==> src/rtl/mips_cpu_mem_arbiter_pkg.sv <==
// mips_cpu_mem_pkg
// Shared types and constants for the CPU memory-port arbiter.
//   state_t : arbiter FSM states
//   grant_t : which CPU port currently owns (or last owned) the memory port
//   BE_WORD : full-word byteenable used for instruction fetches
package mips_cpu_mem_pkg;

   typedef enum logic [1:0] {
      IDLE,
      BUS,
      RDWAIT,
      RESP
   } state_t;

   typedef enum logic {
      GRANT_INST,
      GRANT_DATA
   } grant_t;

   localparam logic [3:0] BE_WORD = 4'b1111;

endpackage

==> src/rtl/mips_cpu_mem_arbiter_if.sv <==
// mips_cpu_mem_arbiter_if
// Bundles the two CPU requester ports and the Avalon-style memory port.
//   i_*   : instruction-fetch requester (read only)
//   d_*   : data requester (read or write, byteenabled)
//   mem_* : single shared memory port
// Modports:
//   slave  : arbiter view (accepts CPU requests, drives the memory port)
//   master : environment view (CPU requesters plus memory)
interface mips_cpu_mem_arbiter_if;

   logic        i_req;
   logic [31:0] i_addr;
   logic        i_done;
   logic [31:0] i_rdata;

   logic        d_req;
   logic        d_we;
   logic [31:0] d_addr;
   logic [31:0] d_wdata;
   logic [3:0]  d_be;
   logic        d_done;
   logic [31:0] d_rdata;

   logic [31:0] mem_address;
   logic        mem_write;
   logic        mem_read;
   logic [31:0] mem_writedata;
   logic [3:0]  mem_byteenable;
   logic [31:0] mem_readdata;
   logic        mem_waitrequest;

   modport slave (
      input  i_req, i_addr,
      output i_done, i_rdata,
      input  d_req, d_we, d_addr, d_wdata, d_be,
      output d_done, d_rdata,
      output mem_address, mem_write, mem_read, mem_writedata, mem_byteenable,
      input  mem_readdata, mem_waitrequest
   );

   modport master (
      output i_req, i_addr,
      input  i_done, i_rdata,
      output d_req, d_we, d_addr, d_wdata, d_be,
      input  d_done, d_rdata,
      input  mem_address, mem_write, mem_read, mem_writedata, mem_byteenable,
      output mem_readdata, mem_waitrequest
   );

endinterface

==> src/rtl/mips_cpu_mem_arbiter_rr_arb.sv <==
// mips_cpu_mem_rr_arb
// Combinational two-way round-robin picker.
//   req[0]     : instruction port requesting
//   req[1]     : data port requesting
//   last_grant : port that won the previous arbitration
//   valid      : at least one request is present
//   grant      : winning port (only meaningful when valid)
module mips_cpu_mem_rr_arb
   import mips_cpu_mem_pkg::*;
(
   input  logic [1:0] req,
   input  grant_t     last_grant,
   output logic       valid,
   output grant_t     grant
);

   // A lone requester always wins; on a tie the port that did not win last time goes next.
   always_comb begin
      valid = |req;
      grant = GRANT_INST;
      case (req)
         2'b01:   grant = GRANT_INST;
         2'b10:   grant = GRANT_DATA;
         2'b11:   grant = (last_grant == GRANT_DATA) ? GRANT_INST : GRANT_DATA;
         default: grant = GRANT_INST;
      endcase
   end

endmodule

==> src/rtl/mips_cpu_mem_arbiter.sv <==
// mips_cpu_mem_arbiter
// Shares one Avalon-style memory port between the CPU fetch and data ports.
// One request is latched at a time, held stable on the memory port through
// waitrequest, and completed with a one-cycle done pulse to the winner.
// Ports:
//   clk   : system clock
//   reset : asynchronous active-high reset
//   bus   : requester and memory signals (slave modport)
//   err   : sticky watchdog flag, set after TIMEOUT consecutive stalled BUS cycles
module mips_cpu_mem_arbiter
   import mips_cpu_mem_pkg::*;
#(
   parameter int TIMEOUT = 1024
) (
   input  logic                  clk,
   input  logic                  reset,
   mips_cpu_mem_arbiter_if.slave bus,
   output logic                  err
);

   localparam int               CNT_W     = $clog2(TIMEOUT + 1);
   localparam logic [CNT_W-1:0] TIMEOUT_C = CNT_W'(TIMEOUT);

   state_t           state_q;
   state_t           state_d;
   grant_t           last_grant_q;
   grant_t           arb_grant;
   logic             arb_valid;
   logic             stalled;

   logic             we_q;
   logic [31:0]      addr_q;
   logic [31:0]      wdata_q;
   logic [3:0]       be_q;
   logic [31:0]      i_rdata_q;
   logic [31:0]      d_rdata_q;

   logic [CNT_W-1:0] wait_cnt_q;
   logic [CNT_W-1:0] wait_cnt_d;
   logic             err_q;

   mips_cpu_mem_rr_arb u_rr_arb (
      .req        ({bus.d_req, bus.i_req}),
      .last_grant (last_grant_q),
      .valid      (arb_valid),
      .grant      (arb_grant)
   );

   // waitrequest only matters while a transfer is being offered to memory.
   assign stalled = (state_q == BUS) && bus.mem_waitrequest;

   // State register.
   always_ff @(posedge clk or posedge reset) begin
      if (reset) begin
         state_q <= IDLE;
      end else begin
         state_q <= state_d;
      end
   end

   // Next-state logic: reads take an extra cycle to collect readdata, writes go straight to RESP.
   always_comb begin
      state_d = state_q;
      case (state_q)
         IDLE:    if (arb_valid) state_d = BUS;
         BUS:     if (!bus.mem_waitrequest) state_d = we_q ? RESP : RDWAIT;
         RDWAIT:  state_d = RESP;
         RESP:    state_d = IDLE;
         default: state_d = IDLE;
      endcase
   end

   // Request latch: fields are captured once at grant so later requester changes are ignored.
   // last_grant doubles as the owner of the in-flight transaction.
   always_ff @(posedge clk or posedge reset) begin
      if (reset) begin
         last_grant_q <= GRANT_DATA;
         we_q         <= 1'b0;
         addr_q       <= '0;
         wdata_q      <= '0;
         be_q         <= '0;
      end else if ((state_q == IDLE) && arb_valid) begin
         last_grant_q <= arb_grant;
         if (arb_grant == GRANT_INST) begin
            we_q    <= 1'b0;
            addr_q  <= bus.i_addr;
            wdata_q <= '0;
            be_q    <= BE_WORD;
         end else begin
            we_q    <= bus.d_we;
            addr_q  <= bus.d_addr;
            wdata_q <= bus.d_wdata;
            be_q    <= bus.d_be;
         end
      end
   end

   // Read data capture: memory presents readdata during RDWAIT; each port keeps its last word.
   always_ff @(posedge clk or posedge reset) begin
      if (reset) begin
         i_rdata_q <= '0;
         d_rdata_q <= '0;
      end else if (state_q == RDWAIT) begin
         if (last_grant_q == GRANT_INST) begin
            i_rdata_q <= bus.mem_readdata;
         end else begin
            d_rdata_q <= bus.mem_readdata;
         end
      end
   end

   // Watchdog count: saturates at TIMEOUT and drops to zero whenever the FSM is not stalled in BUS.
   always_comb begin
      wait_cnt_d = '0;
      if (stalled) begin
         wait_cnt_d = (wait_cnt_q == TIMEOUT_C) ? wait_cnt_q : wait_cnt_q + 1'b1;
      end
   end

   // Watchdog register and sticky error; the stalled transfer itself is left running.
   always_ff @(posedge clk or posedge reset) begin
      if (reset) begin
         wait_cnt_q <= '0;
         err_q      <= 1'b0;
      end else begin
         wait_cnt_q <= wait_cnt_d;
         err_q      <= err_q | (wait_cnt_d == TIMEOUT_C);
      end
   end

   // Memory strobes and done pulses are pure decodes of registered state.
   assign bus.mem_address    = addr_q;
   assign bus.mem_writedata  = wdata_q;
   assign bus.mem_byteenable = be_q;
   assign bus.mem_read       = (state_q == BUS) && !we_q;
   assign bus.mem_write      = (state_q == BUS) && we_q;

   assign bus.i_done  = (state_q == RESP) && (last_grant_q == GRANT_INST);
   assign bus.d_done  = (state_q == RESP) && (last_grant_q == GRANT_DATA);
   assign bus.i_rdata = i_rdata_q;
   assign bus.d_rdata = d_rdata_q;

   assign err = err_q;

endmodule

==> src/flat_wrapper.sv <==
// flat-port wrapper written by rule: the top's interface ports become plain ports
module mips_cpu_mem_arbiter_flat import mips_cpu_mem_pkg::*;
#(
   parameter int TIMEOUT = 1024
)
  (clk, reset, err, bus_i_req, bus_i_addr, bus_i_done, bus_i_rdata, bus_d_req, bus_d_we, bus_d_addr, bus_d_wdata, bus_d_be, bus_d_done, bus_d_rdata, bus_mem_address, bus_mem_write, bus_mem_read, bus_mem_writedata, bus_mem_byteenable, bus_mem_readdata, bus_mem_waitrequest);
  mips_cpu_mem_arbiter_if bus_i ();
  input  logic clk;
  input  logic reset;
  output logic err;
  input wire logic [$bits(bus_i.i_req)-1:0] bus_i_req;
  input wire logic [$bits(bus_i.i_addr)-1:0] bus_i_addr;
  output wire logic [$bits(bus_i.i_done)-1:0] bus_i_done;
  output wire logic [$bits(bus_i.i_rdata)-1:0] bus_i_rdata;
  input wire logic [$bits(bus_i.d_req)-1:0] bus_d_req;
  input wire logic [$bits(bus_i.d_we)-1:0] bus_d_we;
  input wire logic [$bits(bus_i.d_addr)-1:0] bus_d_addr;
  input wire logic [$bits(bus_i.d_wdata)-1:0] bus_d_wdata;
  input wire logic [$bits(bus_i.d_be)-1:0] bus_d_be;
  output wire logic [$bits(bus_i.d_done)-1:0] bus_d_done;
  output wire logic [$bits(bus_i.d_rdata)-1:0] bus_d_rdata;
  output wire logic [$bits(bus_i.mem_address)-1:0] bus_mem_address;
  output wire logic [$bits(bus_i.mem_write)-1:0] bus_mem_write;
  output wire logic [$bits(bus_i.mem_read)-1:0] bus_mem_read;
  output wire logic [$bits(bus_i.mem_writedata)-1:0] bus_mem_writedata;
  output wire logic [$bits(bus_i.mem_byteenable)-1:0] bus_mem_byteenable;
  input wire logic [$bits(bus_i.mem_readdata)-1:0] bus_mem_readdata;
  input wire logic [$bits(bus_i.mem_waitrequest)-1:0] bus_mem_waitrequest;
  assign bus_i.i_req = bus_i_req;
  assign bus_i.i_addr = bus_i_addr;
  assign bus_i_done = bus_i.i_done;
  assign bus_i_rdata = bus_i.i_rdata;
  assign bus_i.d_req = bus_d_req;
  assign bus_i.d_we = bus_d_we;
  assign bus_i.d_addr = bus_d_addr;
  assign bus_i.d_wdata = bus_d_wdata;
  assign bus_i.d_be = bus_d_be;
  assign bus_d_done = bus_i.d_done;
  assign bus_d_rdata = bus_i.d_rdata;
  assign bus_mem_address = bus_i.mem_address;
  assign bus_mem_write = bus_i.mem_write;
  assign bus_mem_read = bus_i.mem_read;
  assign bus_mem_writedata = bus_i.mem_writedata;
  assign bus_mem_byteenable = bus_i.mem_byteenable;
  assign bus_i.mem_readdata = bus_mem_readdata;
  assign bus_i.mem_waitrequest = bus_mem_waitrequest;
  mips_cpu_mem_arbiter #(.TIMEOUT(TIMEOUT)) u_core (.clk(clk), .reset(reset), .bus(bus_i), .err(err));
endmodule
==> config.mk <==
export PLATFORM = sky130hd
export DESIGN_NAME = mips_cpu_mem_arbiter_flat
export DESIGN_NICKNAME = d
export VERILOG_FILES = /design/src/rtl/mips_cpu_mem_arbiter_pkg.sv /design/src/rtl/mips_cpu_mem_arbiter_if.sv /design/src/rtl/mips_cpu_mem_arbiter_rr_arb.sv /design/src/rtl/mips_cpu_mem_arbiter.sv /design/src/flat_wrapper.sv
export SDC_FILE = /design/constraint.sdc
export NUM_CORES = 1
export LEC_CHECK = 0
export ABC_AREA = 1
export BUFFER_PORTS_ARGS = -buffer_cell sky130_fd_sc_hd__buf_2
export CORE_ASPECT_RATIO = 0.8
export CORE_MARGIN = 8
export CORE_UTILIZATION = 42
export DETAILED_ROUTE_END_ITERATION = 8
export HOLD_SLACK_MARGIN = 0.1
export PLACE_DENSITY = 0.76
export SLEW_MARGIN = 25
export SYNTH_ARGS = -nofsm -noshare
export SYNTH_HDL_FRONTEND = slang
export SYNTH_SLANG_ARGS = --single-unit
==> constraint.sdc <==
create_clock -name clk -period 4.1 [get_ports clk]
set_clock_uncertainty 0.1 [all_clocks]
set_input_delay 0.205 -clock clk [delete_from_list [all_inputs] [get_ports clk]]
set_output_delay 0.205 -clock clk [all_outputs]
set_load 0.02 [all_outputs]
==> flow_summary.json, run 1 <==
{
  "cts_num_sinks": 148,
  "syn_inst": 645,
  "num_vias": 6059,
  "yosys.area_share.simple_pct": 14.1,
  "drt_iter0_drc": 380,
  "p_int_mw": 4.28,
  "viasPerCell": 4.88,
  "hold_viol": 0,
  "routabilityCongestion": 0.790,
  "worst_pin_slew_ns": 0.900,
  "min_path_type": "in -> reg",
  "antenna_found_initial": 1,
  "syn_area_sq_mm": 0.00608,
  "switching_share_pct": 41.2,
  "synth_nets": 789,
  "dp_hpwl_um": 12800,
  "cts_resized": 0,
  "cts_buffers": 17,
  "synth-compound-area-share_pct": 16.8,
  "start_util_pct": 42.8,
  "critPathKind": "reg -> reg",
  "p_sw_mw": 3.01,
  "syn2layout_area_growth_pct": 57.2,
  "critPathMaxFanout": 65,
  "timing.hold.ws_ns": 0.235,
  "fmax_ghz": 0.303,
  "htreeDepth": 4,
  "layout-drive-gt1-share_pct": 31.3,
  "grt_pass1_vias": 6148,
  "clock_path_buffers": 2,
  "status": "finished clean",
  "fp.coreArea_sq_mm": 0.0142,
  "grt_max_degree": 111,
  "peakVddDrop_uv": 556,
  "port_buffers": 274,
  "mostFrequentLayoutCells": "buf_2 (274), dfrtp_1 (147), dlygate4sd3_1 (135)",
  "relSlewSlack_pct": 40.0,
  "seq_area_frac_synth_pct": 60.9,
  "rsz0062_at_grt": "no",
  "worstPathRequired_ns": 4.29,
  "grt.total_usage_pct": 21.6,
  "arrival_ns": 3.49,
  "wl_per_cell_um": 16.3,
  "finalCriticalPeriod_ns": 3.30,
  "power_leakage_nw": 5.13,
  "pwr-share-comb_pct": 44.4,
  "fin_nets": 1187,
  "synthXorXnorAreaFrac_pct": 0.288,
  "fin_setup_tns_ns": 0,
  "finalSetupViolCount": 0,
  "cts_tree": "done",
  "final_common_cell": "buf_2",
  "synth_ff_type": "dfrtp_1",
  "end_kind": "flip-flop",
  "synth_edf_count": 0,
  "die_area_sq_mm": 0.0186,
  "synth_seq_cells": 148,
  "post-route-period-util_pct": 80.5,
  "antenna_left": 0,
  "die_h_um": 124,
  "cts-root-buf": "clkbuf_16",
  "synthMuxAreaShare_pct": 0,
  "yosys_warnings": 0,
  "grt_overflow": 0,
  "wirelength_um": 20200,
  "clkTransAtPathRegs_ns": 0.06,
  "yosys.area_share.adder_pct": 1.23,
  "drt_pre_antenna_iters": 5,
  "clk_latency_ns": 0.41,
  "fp-row-count": 39,
  "slew_viol_final": 0,
  "cellPowerDensity_mw_per_mm2": 762,
  "maxCapViolCount": 0,
  "seq_power_share_pct": 33.8,
  "fin_cells": 1241,
  "synth_cell_types": 28,
  "async_flop_share_pct": 100,
  "synth_top_family_by_area": "compound AO/OA/AOI/OAI gates",
  "grt_pass1_wl_um": 31700,
  "fillers": 1018,
  "fp.dieW_um": 151,
  "placed_cells": 1073,
  "io_pins": 275,
  "post-route-drc-count": 0,
  "final_util_pct": 67.3,
  "clockPowerShare_pct": 21.8,
  "avgSynthCellArea_sq_um": 9.43,
  "start_kind": "flip-flop"
}
## per-stage QoR
step	cell area [sq um]	power, mW	worst slack [ns]
2_1_floorplan	6080	4.23	1.93
3_3_place_gp	7590	5.21	1.79
3_5_place_dp	7590	5.29	1.71
4_1_cts	9550	7.26	1.18
5_1_grt	9560	7.74	0.538
6_report	9560	7.29	0.798
## timing repair
item | in CTS | in global routing
buffers inserted | 0 | 0
endpoints found under the hold margin | 172 | 0
hold buffers | 135 | 0
## critical path, stage by stage (launching register included)
cell,delay [ns]
dfrtp_1,0.40
inv_1,0.13
ha_1,0.22
inv_2,0.07
a21oi_4,0.10
buf_4,0.36
clkinv_2,0.77
nand2_1,0.28
o21ai_1,0.11
dlygate4sd3_1,0.58
## power groups by stage
stage / registers [mW] / logic (mW) / clock network (mW)
after floorplan: 3.17 / 1.06 / 0
after global placement: 2.45 / 2.76 / 0
after detailed placement: 2.45 / 2.84 / 0
after CTS: 2.45 / 3.21 / 1.61
after global routing: 2.53 / 3.53 / 1.68
final: 2.46 / 3.23 / 1.59
## routing by layer
layer  wire [um]  GRT usage (%)  vias up
met5           0              0        -
met4         488           8.29        0
met3        2030           7.19       30
met2        9820           36.4      265
met1        7900           25.3     2867
li1            -              -     2897
## worst paths after layout
| kind | from | to | slack, ns | cells past startpoint |
|---|---|---|---|---|
| max in group asynchronous | reset | u_core.bus.mem_address[22] | 2.48 | 4 |
| min in group asynchronous | reset | u_core.bus.mem_writedata[15] | 0.41 | 3 |
| setup / recovery | u_core.state_q[0] | u_core.bus.mem_address[31] | 0.80 | 9 |
| setup reg to reg | u_core.state_q[0] | u_core.bus.mem_address[31] | 0.80 | 9 |
| hold / removal | bus_i_req | u_core.state_q[0] | 0.23 | 4 |
| hold reg to reg | u_core.err | u_core.err | 0.35 | 2 |
## area by class of cell
class / count / area [sq um] / share of cell area, %
Antenna cell: 1 / 2.50 / 0.0262
Inverter: 69 / 264 / 2.76
Timing Repair Buffer: 412 / 2760 / 28.8
Sequential cell: 148 / 3700 / 38.8
Tap cell: 184 / 230 / 2.41
Clock buffer: 18 / 439 / 4.59
Clock inverter: 14 / 164 / 1.71
Multi-Input combinational cell: 395 / 2000 / 20.9
## cells by family after synthesis
| kind of cell | Yosys count |
|---|---|
| xor gates and xnor gates | 2 |
| DFF | 148 |
| adders and majority gates | 6 |
| AOI/OAI and AO/OA | 175 |
| and+or+nand+nor | 212 |
| buffers and inverters | 102 |
## cell usage after synthesis (2+ instances only)
library cell / number / share of area (%)
a22o_1: 33 / 4.8
buf_1: 7 / 0.43
buf_2: 12 / 0.99
clkbuf_1: 13 / 0.80
dfrtp_1: 147 / 60
ha_1: 6 / 1.2
inv_1: 62 / 3.8
inv_2: 7 / 0.43
nand2_1: 134 / 8.3
nand2_2: 3 / 0.31
nand3_1: 16 / 1.3
nand4_1: 2 / 0.21
nor2_1: 48 / 3.0
nor2_2: 5 / 0.51
o21ai_0: 70 / 5.8
o21ai_1: 65 / 5.3
o22a_1: 4 / 0.58
## flip-flops by register name, indices dropped and copies added (netlist names)
signal and flops:
u_core.bus.d_rdata 32, u_core.bus.i_rdata 32, u_core.bus.mem_address 32, u_core.bus.mem_writedata 32, u_core.wait_cnt_q 11, u_core.bus.mem_byteenable 4
u_core.state_q 2, u_core.err 1, u_core.last_grant_q 1, u_core.we_q 1
Note: power is estimated with default switching activity, not from simulation.
==> run 2: changes to the inputs <==
CORE_UTILIZATION = 47   (was 42)
PLACE_DENSITY = 0.8   (was 0.76)
clock period = 3.19 ns   (was 4.1 ns; I/O delays follow)
==> run 2 against run 1 <==
Setup slack got worse by 0.40 ns. Clock power rose by 19%. Sequential power rose by 29%. Critical path depth did not move. Count of clock-buffer cells in the layout rose by 2. Sequential share of layout area rose by 0.13 points. Design area fell by 0.34%. Total power rose by 29%. Sequential cell count did not move. Maximum frequency rose by 18%. Core utilization rose by 7.5 points. Critical path type unchanged. Largest cell class unchanged. Largest power group unchanged. Highest routed layer unchanged.
==> flow_summary.json, run 2 (synthesized netlist as in run 1, its figures left out) <==
{
  "wl_met1_um": 8170,
  "die_area_sq_mm": 0.0169,
  "fin_setup_tns_ns": 0,
  "post-route-drc-count": 0,
  "clockPowerShare_pct": 20.3,
  "start_kind": "flip-flop",
  "viasPerCell": 5.07,
  "io_pins": 275,
  "grt.total_usage_pct": 26.8,
  "cts_resized": 0,
  "clkTransAtPathRegs_ns": 0.06,
  "worstPathRequired_ns": 3.43,
  "wl_per_cell_um": 17.7,
  "clock_path_buffers": 2,
  "met2_length_um": 10800,
  "fp-row-count": 37,
  "placed_cells": 1067,
  "drt_iter0_drc": 402,
  "drt_pre_antenna_iters": 5,
  "maxCapViolCount": 0,
  "mostFrequentLayoutCells": "buf_2 (274), dfrtp_1 (147), dlygate4sd3_1 (135)",
  "htreeDepth": 4,
  "finalCriticalPeriod_ns": 2.79,
  "final_common_cell": "buf_2",
  "antenna_found_initial": 4,
  "clk_latency_ns": 0.41,
  "cts_buffers": 17,
  "grt_max_degree": 87,
  "hold_viol": 0,
  "port_buffers": 274,
  "multiInputGateArea_sq_mm": 0.00199,
  "grt_pass1_wl_um": 35700,
  "routabilityCongestion": 0.839,
  "start_util_pct": 47.8,
  "p_int_mw": 5.42,
  "finalSetupViolCount": 0,
  "pwr-share-comb_pct": 45.8,
  "fin_cells": 1237,
  "syn2layout_area_growth_pct": 56.7,
  "arrival_ns": 3.04,
  "grt_overflow": 0,
  "relSlewSlack_pct": 47.5,
  "route.met3.wl_um": 1880,
  "cellPowerDensity_mw_per_mm2": 983,
  "final_util_pct": 74.8,
  "p_sw_mw": 3.94,
  "power_leakage_nw": 5.11,
  "rsz0062_at_grt": "no",
  "end_kind": "flip-flop",
  "fin_nets": 1190,
  "critPathKind": "reg -> reg",
  "worst_pin_slew_ns": 0.787,
  "antenna_left": 0,
  "final-seq-area_sq_mm": 0.00370,
  "reg2reg_setup_slack_ns": 0.40,
  "seq_power_share_pct": 33.9,
  "top_layer_used": "met4",
  "fillers": 838,
  "switching_share_pct": 42.1,
  "fmax_ghz": 0.358,
  "min_path_type": "in -> reg",
  "fp.dieW_um": 143,
  "die_h_um": 118,
  "layout-drive-gt1-share_pct": 31.4,
  "wirelength_um": 21900,
  "critPathMaxFanout": 33,
  "status": "finished clean",
  "cts-root-buf": "clkbuf_16",
  "post-route-period-util_pct": 87.6,
  "fp.coreArea_sq_mm": 0.0127,
  "cts_num_sinks": 148,
  "grt_pass1_vias": 7025,
  "slew_viol_final": 0,
  "num_vias": 6274,
  "peakVddDrop_uv": 684,
  "dp_hpwl_um": 12800,
  "cts_tree": "done"
}
[run 2: cell types whose count changed in the layout (fill, tap and decap cells not counted), sizes merged]
| cell | change |
|---|---|
| inv | -5 |
| buf | +3 |
| clkinvlp | +3 |
| diode | +3 |
| clkbuf | +2 |
| bufinv | -1 |
[run 2: final cells by class]
type	instances	area share, %
flip-flops and latches	148	38.9
repair buffers	415	29.2
multi-input cells	395	20.9
clock buffers	20	4.79
inverters	69	2.76
well taps	175	2.30
clock inverters	11	1.09
diodes	4	0.105
[run 2: timing repair]
action	CTS	global route
hold buffers	135	0
setup buffers	0	0
hold endpoints to repair	281	0
[run 2: power by group through the flow]
stage | Clock, mW | Combinational (mW) | Sequential (mW)
6_report | 1.90 | 4.29 | 3.18
5_1_grt | 2.02 | 4.65 | 3.27
2_1_floorplan | 0 | 1.36 | 4.08
3_3_place_gp | 0 | 3.56 | 3.13
4_1_cts | 1.93 | 4.14 | 3.14
3_5_place_dp | 0 | 3.67 | 3.13
[run 2: metrics by stage]
stage                     worst slack [ns]  instance area (sq um)  power, mW  hold slack [ns]
after global placement                1.15                   7590       6.69            0.223
after CTS                            0.559                   9510       9.21            0.145
after global routing                 0.257                   9530       9.93            0.185
after detailed placement              1.09                   7590       6.80            0.233
after floorplan                       1.07                   6080       5.43            0.199
final                                0.397                   9530       9.37            0.179
[run 2: path summary, 6_finish.rpt]
kind,startpoint,to,cells after the start
hold / removal,bus_d_req,u_core.state_q[1],5
hold reg to reg,u_core.err,u_core.err,2
max in group asynchronous,reset,u_core.wait_cnt_q[0],4
setup / recovery,u_core.state_q[0],u_core.bus.mem_address[11],9
setup reg to reg,u_core.state_q[0],u_core.bus.mem_address[11],9
min in group asynchronous,reset,u_core.bus.d_rdata[20],4
[run 2: worst max-delay path, stage by stage (launching register included)]
cell	delay (ns)
dfrtp_1	0.37
inv_1	0.10
ha_1	0.25
inv_2	0.08
a21oi_2	0.04
inv_2	0.42
buf_4	0.46
nand2_1	0.14
o21ai_1	0.14
dlygate4sd3_1	0.62
[run 2: routing by layer]
layer  vias up  track usage (%)
met5         -                0
met4         0             14.7
met3        89             9.81
met2       313             44.9
met1      2966             28.8
li1       2906                -
==> run 3: changes to the inputs <==
--- a/config.mk
+++ b/config.mk
@@ -13,4 +13,5 @@
 export DETAILED_ROUTE_END_ITERATION = 8
 export HOLD_SLACK_MARGIN = 0.1
+export MAX_ROUTING_LAYER = met4
 export PLACE_DENSITY = 0.8
 export SLEW_MARGIN = 25
==> constraint.sdc (replaced) <==
create_clock -name clk -period 3.19 [get_ports clk]
set_clock_uncertainty 0.1 [all_clocks]
set_input_delay 0.319 -clock clk [delete_from_list [all_inputs] [get_ports clk]]
set_output_delay 0.319 -clock clk [all_outputs]
set_load 0.02 [all_outputs]
==> run 3 against run 2 <==
Total power down 1.0%. Core utilization fell by 0.38 points. Register-to-register slack improved by 0.33 ns. Hold slack worse by 0.063 ns. Critical path depth down 1. Clock power about the same. Sequential share of layout area is 0.20 points higher. Die area is the same. Highest routed layer unchanged.
==> flow_summary.json, run 3 (synthesized netlist as in run 1, its figures left out) <==
{
  "min_path_type": "in -> reg",
  "dp_hpwl_um": 12800,
  "routabilityCongestion": 0.854,
  "worst-path-buf-inv": 4,
  "worstHoldStart": "bus_i_addr[23]",
  "reg2reg_from": "u_core.state_q[0]",
  "final_cell_area_sq_mm": 0.00948,
  "grt_util_met2_pct": 41.7,
  "hold_viol": 0,
  "arrival_ns": 2.70,
  "clkTransAtPathRegs_ns": 0.07,
  "relSlewSlack_pct": 46.7,
  "fmax_ghz": 0.407,
  "cts_num_sinks": 148,
  "worstPathRequired_ns": 3.43,
  "critPathKind": "reg -> reg",
  "cts_tree": "done",
  "clock_path_buffers": 2,
  "peakVddDrop_uv": 641,
  "fp.dieW_um": 143,
  "grt_pass1_wl_um": 33900,
  "drt_pre_antenna_iters": 5,
  "finalSetupViolCount": 0,
  "fillers": 852,
  "final_util_pct": 74.4,
  "fp-row-count": 37,
  "slowest_delay_ns": 0.59,
  "start_util_pct": 47.8,
  "fin_setup_tns_ns": 0,
  "post-route-drc-count": 0,
  "wl_per_cell_um": 17.2,
  "num_vias": 6192,
  "cellPowerDensity_mw_per_mm2": 978,
  "cp_slowest_cell": "dlygate4sd3_1",
  "status": "finished clean",
  "wirelength_um": 21200,
  "worst_pin_slew_ns": 0.798,
  "final_common_cell": "buf_2",
  "grt-busiest-layer": "met2",
  "clk_latency_ns": 0.42,
  "maxCapViolCount": 0,
  "io_pins": 275,
  "mostFrequentLayoutCells": "buf_2 (274), dfrtp_1 (147), nand2_1 (132)",
  "cts-root-buf": "clkbuf_16",
  "grt_overflow": 0,
  "end_kind": "flip-flop",
  "layout-drive-gt1-share_pct": 31.6,
  "slew_viol_final": 0,
  "drt_iter0_drc": 505,
  "die_h_um": 118,
  "crit_chain": "inv_1, ha_1, inv_2, a21oi_2, buf_4, o21ai_0, o21ai_1, dlygate4sd3_1",
  "cp_top_family": "buffers and inverters",
  "fin_cells": 1231,
  "finalCriticalPeriod_ns": 2.46,
  "use_met3_pct": 7.54,
  "cts_buffers": 17,
  "place_area_sq_mm": 0.00760,
  "die_area_sq_mm": 0.0169,
  "p_total_mw": 9.27,
  "viasPerCell": 5.03,
  "port_buffers": 274,
  "critPathMaxFanout": 37,
  "fin_nets": 1183,
  "grt_pass1_vias": 6668,
  "grt_util_met1_pct": 29.9,
  "grt_max_degree": 66,
  "fp.coreArea_sq_mm": 0.0127,
  "htreeDepth": 4,
  "power_leakage_nw": 5.09,
  "antenna_left": 0,
  "post-route-period-util_pct": 77.1,
  "rsz0062_at_grt": "no",
  "cts_resized": 0,
  "syn2layout_area_growth_pct": 55.9,
  "antenna_found_initial": 4,
  "placed_cells": 1066,
  "start_kind": "flip-flop",
  "grt.total_usage_pct": 26.1,
  "critPathLaunch": "u_core.state_q[0]"
}
-- run 3: layer usage --
metal	up-vias	routed length, um
li1	2891	-
met1	2952	8360
met2	281	10400
met3	68	1540
met4	0	830
met5	-	0
-- run 3: repair_timing --
action | CTS | global route
hold buffers | 129 | 0
buffers inserted | 0 | 0
endpoints found under the hold margin | 162 | 0
endpoints found under the setup margin | 0 | 0
-- run 3: where the power goes --
part           switching (mW)  internal [mW]
clock                   0.874           1.04
combinational            2.60           1.57
sequential              0.487           2.70
total                    3.96           5.31
-- run 3: worst paths after layout --
path	to	slack, ns	cells past startpoint
setup / recovery	u_core.bus.mem_address[30]	0.73	8
hold / removal	u_core.bus.mem_address[23]	0.12	3
setup reg to reg	u_core.bus.mem_address[30]	0.73	8
hold reg to reg	u_core.err	0.36	2
max in group asynchronous	u_core.last_grant_q	1.71	4
min in group asynchronous	u_core.bus.i_rdata[23]	0.50	3
-- run 3: worst register-to-register path: stages, from the launching register on --
cell and delay (ns):
dfrtp_1 0.40, inv_1 0.14, ha_1 0.22, inv_2 0.06, a21oi_2 0.17, buf_4 0.37, o21ai_0 0.15, o21ai_1 0.18
dlygate4sd3_1 0.60
-- run 3: area by class of cell --
type | count | area (sq um) | share of cell area, %
Tap cell | 175 | 219 | 2.31
Clock inverter | 14 | 135 | 1.43
Clock buffer | 18 | 429 | 4.53
Sequential cell | 148 | 3700 | 39.1
Timing Repair Buffer | 408 | 2730 | 28.8
Multi-Input combinational cell | 395 | 1990 | 21.0
Inverter | 69 | 265 | 2.80
Antenna cell | 4 | 10.0 | 0.106
-- run 3: metrics by stage --
| step | hold slack (ns) | worst slack (ns) |
|---|---|---|
| CTS | 0.100 | 0.836 |
| finish | 0.116 | 0.732 |
| global placement | 0.348 | 1.14 |
| global route | 0.126 | 0.563 |
| detailed placement | 0.354 | 1.09 |
| floorplan | 0.358 | 0.911 |
